**src/rtl/spike_scanner_if.sv**
```systemverilog
// Spike event stream between spike_scanner and the AER / spike-event output logic.
// The scanner is the master; the event consumer is the slave.
interface spike_scanner_if #(
    parameter int AW = 8
);
    logic          spike_valid;
    logic          spike_ready;
    logic [AW-1:0] spike_addr;
    logic          spike_pol;

    modport master (
        output spike_valid,
        input  spike_ready,
        output spike_addr,
        output spike_pol
    );

    modport slave (
        input  spike_valid,
        output spike_ready,
        input  spike_addr,
        input  spike_pol
    );
endinterface

```
**src/rtl/spike_scanner.sv**
```systemverilog
// spike_scanner: walks the charge accumulator one 32-bit word (4 signed 8-bit
// charges) per address, compares each charge against a signed threshold and
// emits one address event per firing neuron through a small output FIFO.
// Optional build macro SPIKE_SCANNER_NEG_EN: a lane also fires when
// charge <= -threshold, and such events carry spike_pol = 1.
module spike_scanner #(
    parameter int N          = 256,
    parameter int FIFO_DEPTH = 4
) (
    input  logic                   CLK,
    input  logic                   RSTN,
    input  logic                   start_i,
    input  logic [7:0]             threshold_i,
    output logic [$clog2(N/4)-1:0] count_o,
    input  logic [31:0]            charge_word_i,
    output logic                   busy_o,
    output logic                   done_o,
    output logic [$clog2(N+1)-1:0] spike_count_o,
    spike_scanner_if.master        spike_if
);

    localparam int NW  = N / 4;
    localparam int CW  = $clog2(NW);
    localparam int AW  = $clog2(N);
    localparam int SCW = $clog2(N + 1);
    localparam int PW  = $clog2(FIFO_DEPTH);
    localparam int FW  = PW + 1;
`ifdef SPIKE_SCANNER_NEG_EN
    localparam int EW  = AW + 1;
`else
    localparam int EW  = AW;
`endif

    localparam logic [CW-1:0] LAST_WORD = CW'(NW - 1);

    typedef enum logic [1:0] {
        S_IDLE,
        S_LOAD,
        S_EMIT,
        S_DRAIN
    } state_e;

    state_e           state_q, state_d;
    logic [CW-1:0]    count_q, count_d;
    logic [7:0]       thr_q, thr_d;
    logic [3:0]       mask_q, mask_d;
    logic [SCW-1:0]   spike_count_q, spike_count_d;

    logic [3:0]       fire_pos;
    logic [3:0]       fire;
    logic [1:0]       lane;
    logic [3:0]       lane_bit;
    logic [3:0]       mask_left;
    logic             push;
    logic             pop;
    logic [EW-1:0]    push_data;

    logic [EW-1:0]    fifo_mem [FIFO_DEPTH];
    logic [PW-1:0]    wr_ptr_q, rd_ptr_q;
    logic [FW-1:0]    fill_q;
    logic             fifo_empty;
    logic             fifo_full;
    logic [EW-1:0]    fifo_head;

`ifdef SPIKE_SCANNER_NEG_EN
    logic [3:0]       pol_q, pol_d;
    logic [3:0]       fire_neg;
    logic signed [8:0] neg_thr;

    // 9-bit negation so that a threshold of -128 maps to +128 without wrapping.
    assign neg_thr = -$signed({thr_q[7], thr_q});
`endif

    // Per-lane threshold compare on the word currently addressed.
    always_comb begin
        // NOTE: every combinational output gets a default before any branch; a
        // path that leaves one unassigned would infer a latch.
        fire_pos = '0;
`ifdef SPIKE_SCANNER_NEG_EN
        fire_neg = '0;
`endif
        for (int k = 0; k < 4; k++) begin
            if ($signed(charge_word_i[8*k +: 8]) >= $signed(thr_q)) begin
                fire_pos[k] = 1'b1;
            end
`ifdef SPIKE_SCANNER_NEG_EN
            else if ($signed({charge_word_i[8*k+7], charge_word_i[8*k +: 8]}) <= neg_thr) begin
                fire_neg[k] = 1'b1;
            end
`endif
        end
    end

`ifdef SPIKE_SCANNER_NEG_EN
    assign fire = fire_pos | fire_neg;
`else
    assign fire = fire_pos;
`endif

    // Lowest pending lane of the captured mask; events leave in ascending order.
    always_comb begin
        lane = 2'd0;
        for (int k = 3; k >= 0; k--) begin
            if (mask_q[k]) lane = 2'(k);
        end
    end

    assign lane_bit  = 4'b0001 << lane;
    assign mask_left = mask_q & ~lane_bit;

`ifdef SPIKE_SCANNER_NEG_EN
    assign push_data = {pol_q[lane], count_q, lane};
`else
    assign push_data = {count_q, lane};
`endif

    // Scan FSM: next state, next register values and the done pulse.
    always_comb begin
        state_d       = state_q;
        count_d       = count_q;
        thr_d         = thr_q;
        mask_d        = mask_q;
        spike_count_d = spike_count_q;
`ifdef SPIKE_SCANNER_NEG_EN
        pol_d         = pol_q;
`endif
        push          = 1'b0;
        done_o        = 1'b0;

        unique case (state_q)
            S_IDLE: begin
                if (start_i) begin
                    state_d       = S_LOAD;
                    thr_d         = threshold_i;
                    count_d       = '0;
                    spike_count_d = '0;
                end
            end
            S_LOAD: begin
                mask_d = fire;
`ifdef SPIKE_SCANNER_NEG_EN
                pol_d  = fire_neg;
`endif
                if (|fire) begin
                    state_d = S_EMIT;
                end else if (count_q == LAST_WORD) begin
                    state_d = S_DRAIN;
                end else begin
                    count_d = count_q + 1'b1;
                end
            end
            S_EMIT: begin
                // A full FIFO still accepts a push when its head leaves this cycle.
                if (!fifo_full || pop) begin
                    push          = 1'b1;
                    mask_d        = mask_left;
                    spike_count_d = spike_count_q + 1'b1;
                    if (mask_left == '0) begin
                        if (count_q == LAST_WORD) begin
                            state_d = S_DRAIN;
                        end else begin
                            state_d = S_LOAD;
                            count_d = count_q + 1'b1;
                        end
                    end
                end
            end
            S_DRAIN: begin
                // Done only once every event has been taken by the consumer.
                if (fifo_empty) begin
                    done_o  = 1'b1;
                    count_d = '0;
                    state_d = S_IDLE;
                end
            end
            default: state_d = S_IDLE;
        endcase
    end

    // Scan state registers.
    always_ff @(posedge CLK or negedge RSTN) begin
        // NOTE: clocked state uses non-blocking assignments so every register
        // samples pre-edge values regardless of statement order.
        if (!RSTN) begin
            state_q       <= S_IDLE;
            count_q       <= '0;
            thr_q         <= '0;
            mask_q        <= '0;
            spike_count_q <= '0;
`ifdef SPIKE_SCANNER_NEG_EN
            pol_q         <= '0;
`endif
        end else begin
            state_q       <= state_d;
            count_q       <= count_d;
            thr_q         <= thr_d;
            mask_q        <= mask_d;
            spike_count_q <= spike_count_d;
`ifdef SPIKE_SCANNER_NEG_EN
            pol_q         <= pol_d;
`endif
        end
    end

    assign fifo_empty = (fill_q == '0);
    assign fifo_full  = (fill_q == FW'(FIFO_DEPTH));
    assign fifo_head  = fifo_mem[rd_ptr_q];
    assign pop        = spike_if.spike_valid && spike_if.spike_ready;

    // FIFO pointers and occupancy.
    always_ff @(posedge CLK or negedge RSTN) begin
        if (!RSTN) begin
            wr_ptr_q <= '0;
            rd_ptr_q <= '0;
            fill_q   <= '0;
        end else begin
            if (push) wr_ptr_q <= wr_ptr_q + 1'b1;
            if (pop)  rd_ptr_q <= rd_ptr_q + 1'b1;
            unique case ({push, pop})
                2'b10:   fill_q <= fill_q + 1'b1;
                2'b01:   fill_q <= fill_q - 1'b1;
                default: fill_q <= fill_q;
            endcase
        end
    end

    // FIFO storage write port.
    always_ff @(posedge CLK) begin
        // NOTE: storage is deliberately not reset; validity comes from the
        // reset pointers, and the head is masked to zero while the FIFO is empty.
        if (push) fifo_mem[wr_ptr_q] <= push_data;
    end

    assign spike_if.spike_valid = !fifo_empty;
    assign spike_if.spike_addr  = fifo_empty ? '0 : fifo_head[AW-1:0];
`ifdef SPIKE_SCANNER_NEG_EN
    assign spike_if.spike_pol   = fifo_empty ? 1'b0 : fifo_head[AW];
`else
    assign spike_if.spike_pol   = 1'b0;
`endif

    assign count_o       = count_q;
    assign busy_o        = (state_q != S_IDLE) || !fifo_empty;
    assign spike_count_o = spike_count_q;

endmodule

```
**src/flat_wrapper.sv**
```systemverilog
// flat-port wrapper written by rule: the top's interface ports become plain ports
module spike_scanner_flat 
#(
    parameter int N          = 256,
    parameter int FIFO_DEPTH = 4
)
  (CLK, RSTN, start_i, threshold_i, count_o, charge_word_i, busy_o, done_o, spike_count_o, spike_if_spike_valid, spike_if_spike_ready, spike_if_spike_addr, spike_if_spike_pol);
  spike_scanner_if #(.AW(8)) spike_if_i ();
  input  logic CLK;
  input  logic RSTN;
  input  logic start_i;
  input  logic [7:0] threshold_i;
  output logic [$clog2(N/4)-1:0] count_o;
  input  logic [31:0] charge_word_i;
  output logic busy_o;
  output logic done_o;
  output logic [$clog2(N+1)-1:0] spike_count_o;
  output wire logic [$bits(spike_if_i.spike_valid)-1:0] spike_if_spike_valid;
  input wire logic [$bits(spike_if_i.spike_ready)-1:0] spike_if_spike_ready;
  output wire logic [$bits(spike_if_i.spike_addr)-1:0] spike_if_spike_addr;
  output wire logic [$bits(spike_if_i.spike_pol)-1:0] spike_if_spike_pol;
  assign spike_if_spike_valid = spike_if_i.spike_valid;
  assign spike_if_i.spike_ready = spike_if_spike_ready;
  assign spike_if_spike_addr = spike_if_i.spike_addr;
  assign spike_if_spike_pol = spike_if_i.spike_pol;
  spike_scanner #(.N(N), .FIFO_DEPTH(FIFO_DEPTH)) u_core (.CLK(CLK), .RSTN(RSTN), .start_i(start_i), .threshold_i(threshold_i), .count_o(count_o), .charge_word_i(charge_word_i), .busy_o(busy_o), .done_o(done_o), .spike_count_o(spike_count_o), .spike_if(spike_if_i));
endmodule
```
**config.mk**
```make
export PLATFORM = sky130hd
export DESIGN_NAME = spike_scanner_flat
export DESIGN_NICKNAME = d
export VERILOG_FILES = /design/src/rtl/spike_scanner_if.sv /design/src/rtl/spike_scanner.sv /design/src/flat_wrapper.sv
export SDC_FILE = /design/constraint.sdc
export NUM_CORES = 1
export LEC_CHECK = 0
export CORE_MARGIN = 5
export CORE_UTILIZATION = 46
export CTS_CLUSTER_DIAMETER = 30
export DETAILED_ROUTE_END_ITERATION = 16
export DONT_BUFFER_PORTS = 1
export PLACE_DENSITY = 0.59
export SYNTH_ARGS = -nofsm -noshare
export SYNTH_HDL_FRONTEND = slang
export SYNTH_SLANG_ARGS = --single-unit
```
**constraint.sdc**
```tcl
create_clock -name CLK -period 3 [get_ports CLK]
set_clock_uncertainty 0.05 [all_clocks]
set_input_delay 0.45 -clock CLK [delete_from_list [all_inputs] [get_ports CLK]]
set_output_delay 0.45 -clock CLK [all_outputs]
set_load 0.02 [all_outputs]
```
### Yosys cells after proc, flatten, opt, wreduce, memory -nomap -nowiden

Memory sizes are Yosys's and may differ from the RTL's.
Cells that the tools add are included.

| operators by class | value |
|---|---|
| $mul | 0 |
| bitwise logic cells | 2 |
| mux-type cells | 36 |
| eq/ne operators | 13 |
| reductions and logical operators | 18 |
| add/subtract/negate cells | 6 |
| shift-type cells | 1 |
| div/mod/pow operators | 0 |
| order comparisons | 4 |

Operators by type and width:

| cell | count |
|---|---|
| $mux 6 | 6 |
| $ge 8x8->1 | 4 |
| $pmux 6 s4 | 1 |
| $mux 2 | 11 |
| $mux 9 | 2 |
| $pmux 9 s2 | 1 |
| $mux 1 | 10 |
| $reduce_and 5->1 | 2 |
| $add 9x1->9 const B | 1 |
| $mux 8 | 1 |
| $pmux 2 s4 | 1 |
| $pmux 4 s2 | 1 |
| $reduce_bool 2->1 | 4 |
| $add 6x1->6 const B | 1 |
| $eq 2x2->1 const B | 3 |
| $eq 6x6->1 const B | 1 |
| $ne 2x1->1 const B | 3 |
| $pmux 3 s2 | 1 |
| $add 2x1->2 const B | 2 |
| $and 4x4->4 | 1 |
| $eq 2x1->1 const B | 2 |
| $logic_not 4->1 | 1 |
| $mux 4 | 1 |
| $ne 2x2->1 const B | 2 |
| other kinds (14) | 17 |

| word-level totals | value |
|---|---|
| output and inout bits | 27 |
| memories | 1 |
| bits of input ports | 44 |
| memory bits (read-only) | 0 |
| flip-flop bits (word level) | 36 |
| bits in writable memories | 32 |
| latch bits | 0 |

Memories:

| memory | depth | bits a word | read ports | clocked after Yosys merged registers in | write ports | line | text |
|---|---|---|---|---|---|---|---|
| u_core.fifo_mem | 4 | 8 | 1 | 0 | 1 | spike_scanner.sv:58 | `logic [EW-1:0] fifo_mem [FIFO_DEPTH];` |

### Depth between registers and ports, before layout

| depth | value |
|---|---|
| depth in word-level cells | 11 |
| mapped depth | 10 |

### Worst setup path after synthesis

Ideal clock, no wire load.

| timing path | value |
|---|---|
| kind | input port to flip-flop |
| start point | input port charge_word_i[29] |
| end point | register u_core.count_q[0] (netlist: u_core.count_o[0]) |
| path buffers | 0 |
| cell stages on the path | 7 |
| setup time | 128 ps |
| required time | 2,822 ps |
| arrival time | 2,163 ps |
| path slack | 660 ps |
| cells stage by stage | ha_1 -> a21o_1 -> a2111oi_4 -> o32a_2 -> o2111ai_4 -> a21oi_1 -> mux2_1 |

| on the way | value |
|---|---|
| longest elaborated chain between the ends | 5 |

RTL lines:

| item | line | text |
|---|---|---|
| start: declaration | flat_wrapper.sv:14 | `input logic [31:0] charge_word_i;` |
| $ge 8x8->1 | spike_scanner.sv:83 | `if ($signed(charge_word_i[8*k +: 8]) >= $signed(thr_q)) begin` |
| $mux 1 | spike_scanner.sv:83 |  |
| $reduce_or 4->1 | spike_scanner.sv:144 | `if (\|fire) begin` |
| $ne 2x2->1 (no line) | -- |  |
| $reduce_and 5->1 (no line) | -- |  |
| end signal: assignment | spike_scanner.sv:195 | `count_q <= count_d;` |
| end: declaration | spike_scanner.sv:44 | `logic [CW-1:0] count_q, count_d;` |

Every way passes these cells.
A chain may end at the register's enable or synchronous reset.

### Worst setup path in the final report

| timing path | value |
|---|---|
| start point | register u_core.thr_q[2] |
| end point | register u_core.count_q[0] (netlist: u_core.count_o[0]) |

| on the way | value |
|---|---|
| longest elaborated chain between the ends | 5 |
| elaborated cells on any way between the ends | 11 |
| classes of those cells | order compare: 4; eq/ne: 1; mux: 4; reduce/logical: 2 |

RTL lines:

| item | line | text |
|---|---|---|
| start: declaration | spike_scanner.sv:45 | `logic [7:0] thr_q, thr_d;` |
| start signal: assignment | spike_scanner.sv:196 | `thr_q <= thr_d;` |
| $ge 8x8->1 | spike_scanner.sv:83 |  |
| $mux 1 | spike_scanner.sv:83 |  |
| $reduce_or 4->1 * | spike_scanner.sv:144 |  |
| $ne 2x2->1 (no line) * | -- |  |
| $reduce_and 5->1 (no line) * | -- |  |

Mark *: on every way between the ends. The rest lies on a longest branch, timed or not.

==> out/qor_table.md <==
| Result | Value | Unit |
|---|---|---|
| Final #Nets | 440 | - |
| Max VDD drop | 0.503 | mV |
| Hold WC Path Type | in -> reg | - |
| Slowest cell on the critical path | dfrtp_1 | - |
| Die span in y | 104 | um |
| Area Overhead vs Synth | 8.44 | % |
| Kind of cell adding the most delay to the critical path | compound AO/OA/AOI/OAI gates | - |
| Worst-path fanout max | 9 | - |
| Warning count from the yosys run | 0 | - |
| Total standard cell area after synthesis | 4030 | sq um |
| Post-placement cell area | 4140 | sq um |
| DR pass1 iterations | 4 | - |
| Placeable Area | 8640 | sq um |
| Cells after synthesis | 346 | - |
| Area of all placed cells without fillers | 4370 | sq um |
| Initial antenna violation count | 0 | - |
| Count of vias placed by the detailed router | 2570 | - |
| Antenna Cells | 0 | - |
| Max-slew violation total from the final report | 0 | - |
| Clock sink total | 68 | - |
| Pin count of the biggest net entering global routing | 37 | - |
| ANT nets after route | 0 | - |
| Cell with the most instances after synthesis | ha_1 | - |
| Resized cells post-CTS | 0 | - |
| Die width | 104 | um |
| Clk buf depth | 2 | - |
| EDFF count, synth | 32 | - |
| Number of global-route vias before repair | 2731 | - |
| CP Class | reg -> reg | - |
| Count of state elements after synthesis | 68 | - |
| Measured slew at the worst slew-check pin | 0.588 | ns |
| Share of the clock period used by the worst path | 85.0 | % |
| Global-route wire length before repair | 13500 | um |
| Setup violators final | 0 | - |
| Hold depth | 1 | - |
| Highest clock frequency the design can meet | 392 | MHz |
| Number of buffer and inverter stages on the critical path | 1 | - |
| Remaining max-slew budget at the tightest pin | 60.8 | % |
| Number of maximum-capacitance violations | 0 | - |
| Aggregate negative setup slack | 0 | ns |
| Effective utilization at floorplan | 46.7 | % |
| Most common library cells after synthesis | 43 x ha_1, 36 x dfrtp_1, 32 x edfxtp_1 | - |
| Avg Vias per Cell | 5.53 | - |
| Final core utilization | 50.6 | % |
| Data arrival time of the worst path | 2.73 | ns |
| Buffers on Ports | 0 | - |
| Placement row count | 34 | - |
| Full die area | 10700 | sq um |
| Leakage power total | 1.90 | nW |
| Total wire length after detailed routing | 8070 | um |
| Worst-skew pair later-pin latency | 0.34 | ns |
| Number of DRC violations after detailed routing | 0 | - |
| Unrepaired setup endpoints after global routing | false | - |
| Number of nets in the synthesized netlist | 434 | - |
| Routed length per instance | 17.4 | um |
| CP Cell Sequence | inv_1 > ha_1 > a211oi_1 > o21ai_0 > a211oi_2 > o2111ai_4 > a21oi_1 > mux2_1 | - |
| Post-synth top area cell | edfxtp_1 | - |
| Logic depth of the worst path, buffers included | 8 | - |
| Synth top area share | 23.8 | % |
| Average instance area after synthesis | 11.6 | sq um |
| Run status | completed | - |
| Root cell of the clock tree | clkbuf_8 | - |
| Top FF cell, synth | dfrtp_1 | - |
| Stage delay of the slowest cell on the critical path | 0.37 | ns |
| Power density over cell area | 1000 | nW/um^2 |
| Largest cells by area after synthesis | edfxtp_1 24%, dfrtp_1 22%, ha_1 13% | - |
| Total gr overflow | 0 | - |
| TritonCTS clock tree | yes | - |
| Worst Path Required | 3.18 | ns |
| Final Wtd Congestion | 0.772 | - |
| Crit start category | flop | - |
| Length in cells of the worst reg-to-reg path | 8 | - |
| Number of primary I/O pins | 71 | - |
| Type of destination of the critical path | flop | - |
| Number of buffers added by the clock tree synthesis step | 9 | - |
| Sequential element share of the synthesized area | 46.2 | % |
| Number of distinct standard cells referenced by the synthesized netlist | 60 | - |
| Detailed Route Iter0 Violations | 112 | - |
| Final worst path period need | 2.55 | ns |
| Clock slew at the register clock pins of the worst setup and hold paths | 0.08 | ns |
| Number of H-tree levels | 3 | - |
| Overall fraction of global-route tracks in use | 15.5 | % |
| Final HPWL from detailed placement | 5990 | um |
| Fin. Hold Viols | 0 | - |
| Share of synthesized registers carrying an async set or reset | 52.9 | % |
| Share of cells above drive strength 1 | 14.6 | % |
[final timing paths]
path / slack (ns) / to / from
worst max-delay path: 0.45 / u_core.count_o[0]$_DFFE_PN0P_ / u_core.thr_q[2]$_DFFE_PN0P_
worst min-delay path: 0.21 / u_core.thr_q[0]$_DFFE_PN0P_ / threshold_i[0]
worst max register to register: 0.45 / u_core.count_o[0]$_DFFE_PN0P_ / u_core.thr_q[2]$_DFFE_PN0P_
worst min register to register: 0.46 / u_core.thr_q[2]$_DFFE_PN0P_ / u_core.thr_q[2]$_DFFE_PN0P_
max in group asynchronous: 2.16 / u_core.spike_count_o[5]$_DFFE_PN0P_ / RSTN
min in group asynchronous: 0.53 / u_core.rd_ptr_q[0]$_DFFE_PN0P_ / RSTN
[logic make-up (layout without fill, tap and decap cells)]
logic type / count (synthesis) / in the layout / synth area share, %
simple gates: 104 / 104 / 13.9
compound gates: 58 / 58 / 11.2
buf+inv: 36 / 47 / 3.60
fa+ha+maj: 45 / 45 / 14.1
flops: 68 / 68 / 46.2
mux: 22 / 22 / 8.26
other cells: 1 / 1 / 0.0930
xor+xnor: 12 / 12 / 2.61
[area by class of cell]
cell class / instances / area (sq um)
clock inverters: 7 / 80.1
flip-flops and latches: 68 / 1860
inverters: 27 / 101
fillers: 762 / 4270
well taps: 108 / 135
repair buffers: 4 / 45.0
multi-input cells: 242 / 2020
clock buffers: 9 / 124
[layout by cell type (no fill, tap or decap), drive strengths merged, types with 2 or more instances in the layout]
| cell type | instances |
|---|---|
| o31a | 2 |
| edfxtp | 32 |
| xnor2 | 4 |
| a21o | 2 |
| mux2i | 4 |
| a31oi | 2 |
| and3 | 12 |
| nand2 | 27 |
| clkinvlp | 2 |
| o21ai | 13 |
| mux2 | 10 |
| clkbuf | 9 |
| nor2 | 22 |
| o21a | 3 |
| buf | 3 |
| a211oi | 6 |
| dfrtp | 36 |
| ha | 43 |
| nand3 | 3 |
| mux4 | 8 |
| nand4 | 4 |
| inv | 31 |
| a211o | 5 |
| nor3 | 6 |
| or2b | 2 |
| or3 | 2 |
| nor2b | 5 |
| a21oi | 13 |
| a2111oi | 3 |
| and2 | 11 |
| nor4b | 2 |
| xor2 | 8 |
| nor3b | 2 |
[timing repair]
action	in CTS	in global routing
buffers inserted	0	0
hold endpoints to repair	36	0
hold buffers	2	0
[sequential cells by signal, summed over array words and instances, names as in the netlist]
register,count
u_core.thr_q,8
u_core.fill_q,3
u_core.rd_ptr_q,2
u_core.spike_count_o,9
u_core.wr_ptr_q,2
u_core.state_q,2
u_core.fifo_mem,32
u_core.mask_q,4
u_core.count_o,6
[where the power goes]
part	internal, mW	total, mW	switching [mW]
clock	0.395	0.775	0.380
combinational	0.859	1.96	1.10
sequential	1.28	1.64	0.357
total	2.54	4.38	1.84
[stage by stage]
stage | hold WS [ns] | total power, mW | std cells | setup WS [ns]
floorplan | 0.104 | 3.21 | 346 | 0.660
global placement | 0.107 | 3.57 | 447 | 0.514
detailed placement | 0.107 | 3.63 | 447 | 0.450
CTS | 0.173 | 4.45 | 465 | 0.438
global route | 0.179 | 4.77 | 465 | 0.278
finish | 0.205 | 4.38 | 465 | 0.451
[per-layer routing]
metal / up-vias / track usage (%) / routed length (um) / share of wire (%)
met5: - / 0 / 0 / 0
met4: 0 / 4.59 / 75 / 0.93
met3: 8 / 5.16 / 447 / 5.5
met2: 54 / 25.8 / 4020 / 50
met1: 1238 / 19.1 / 3530 / 44
li1: 1270 / - / - / -
Power figures use the tool's default switching activity.
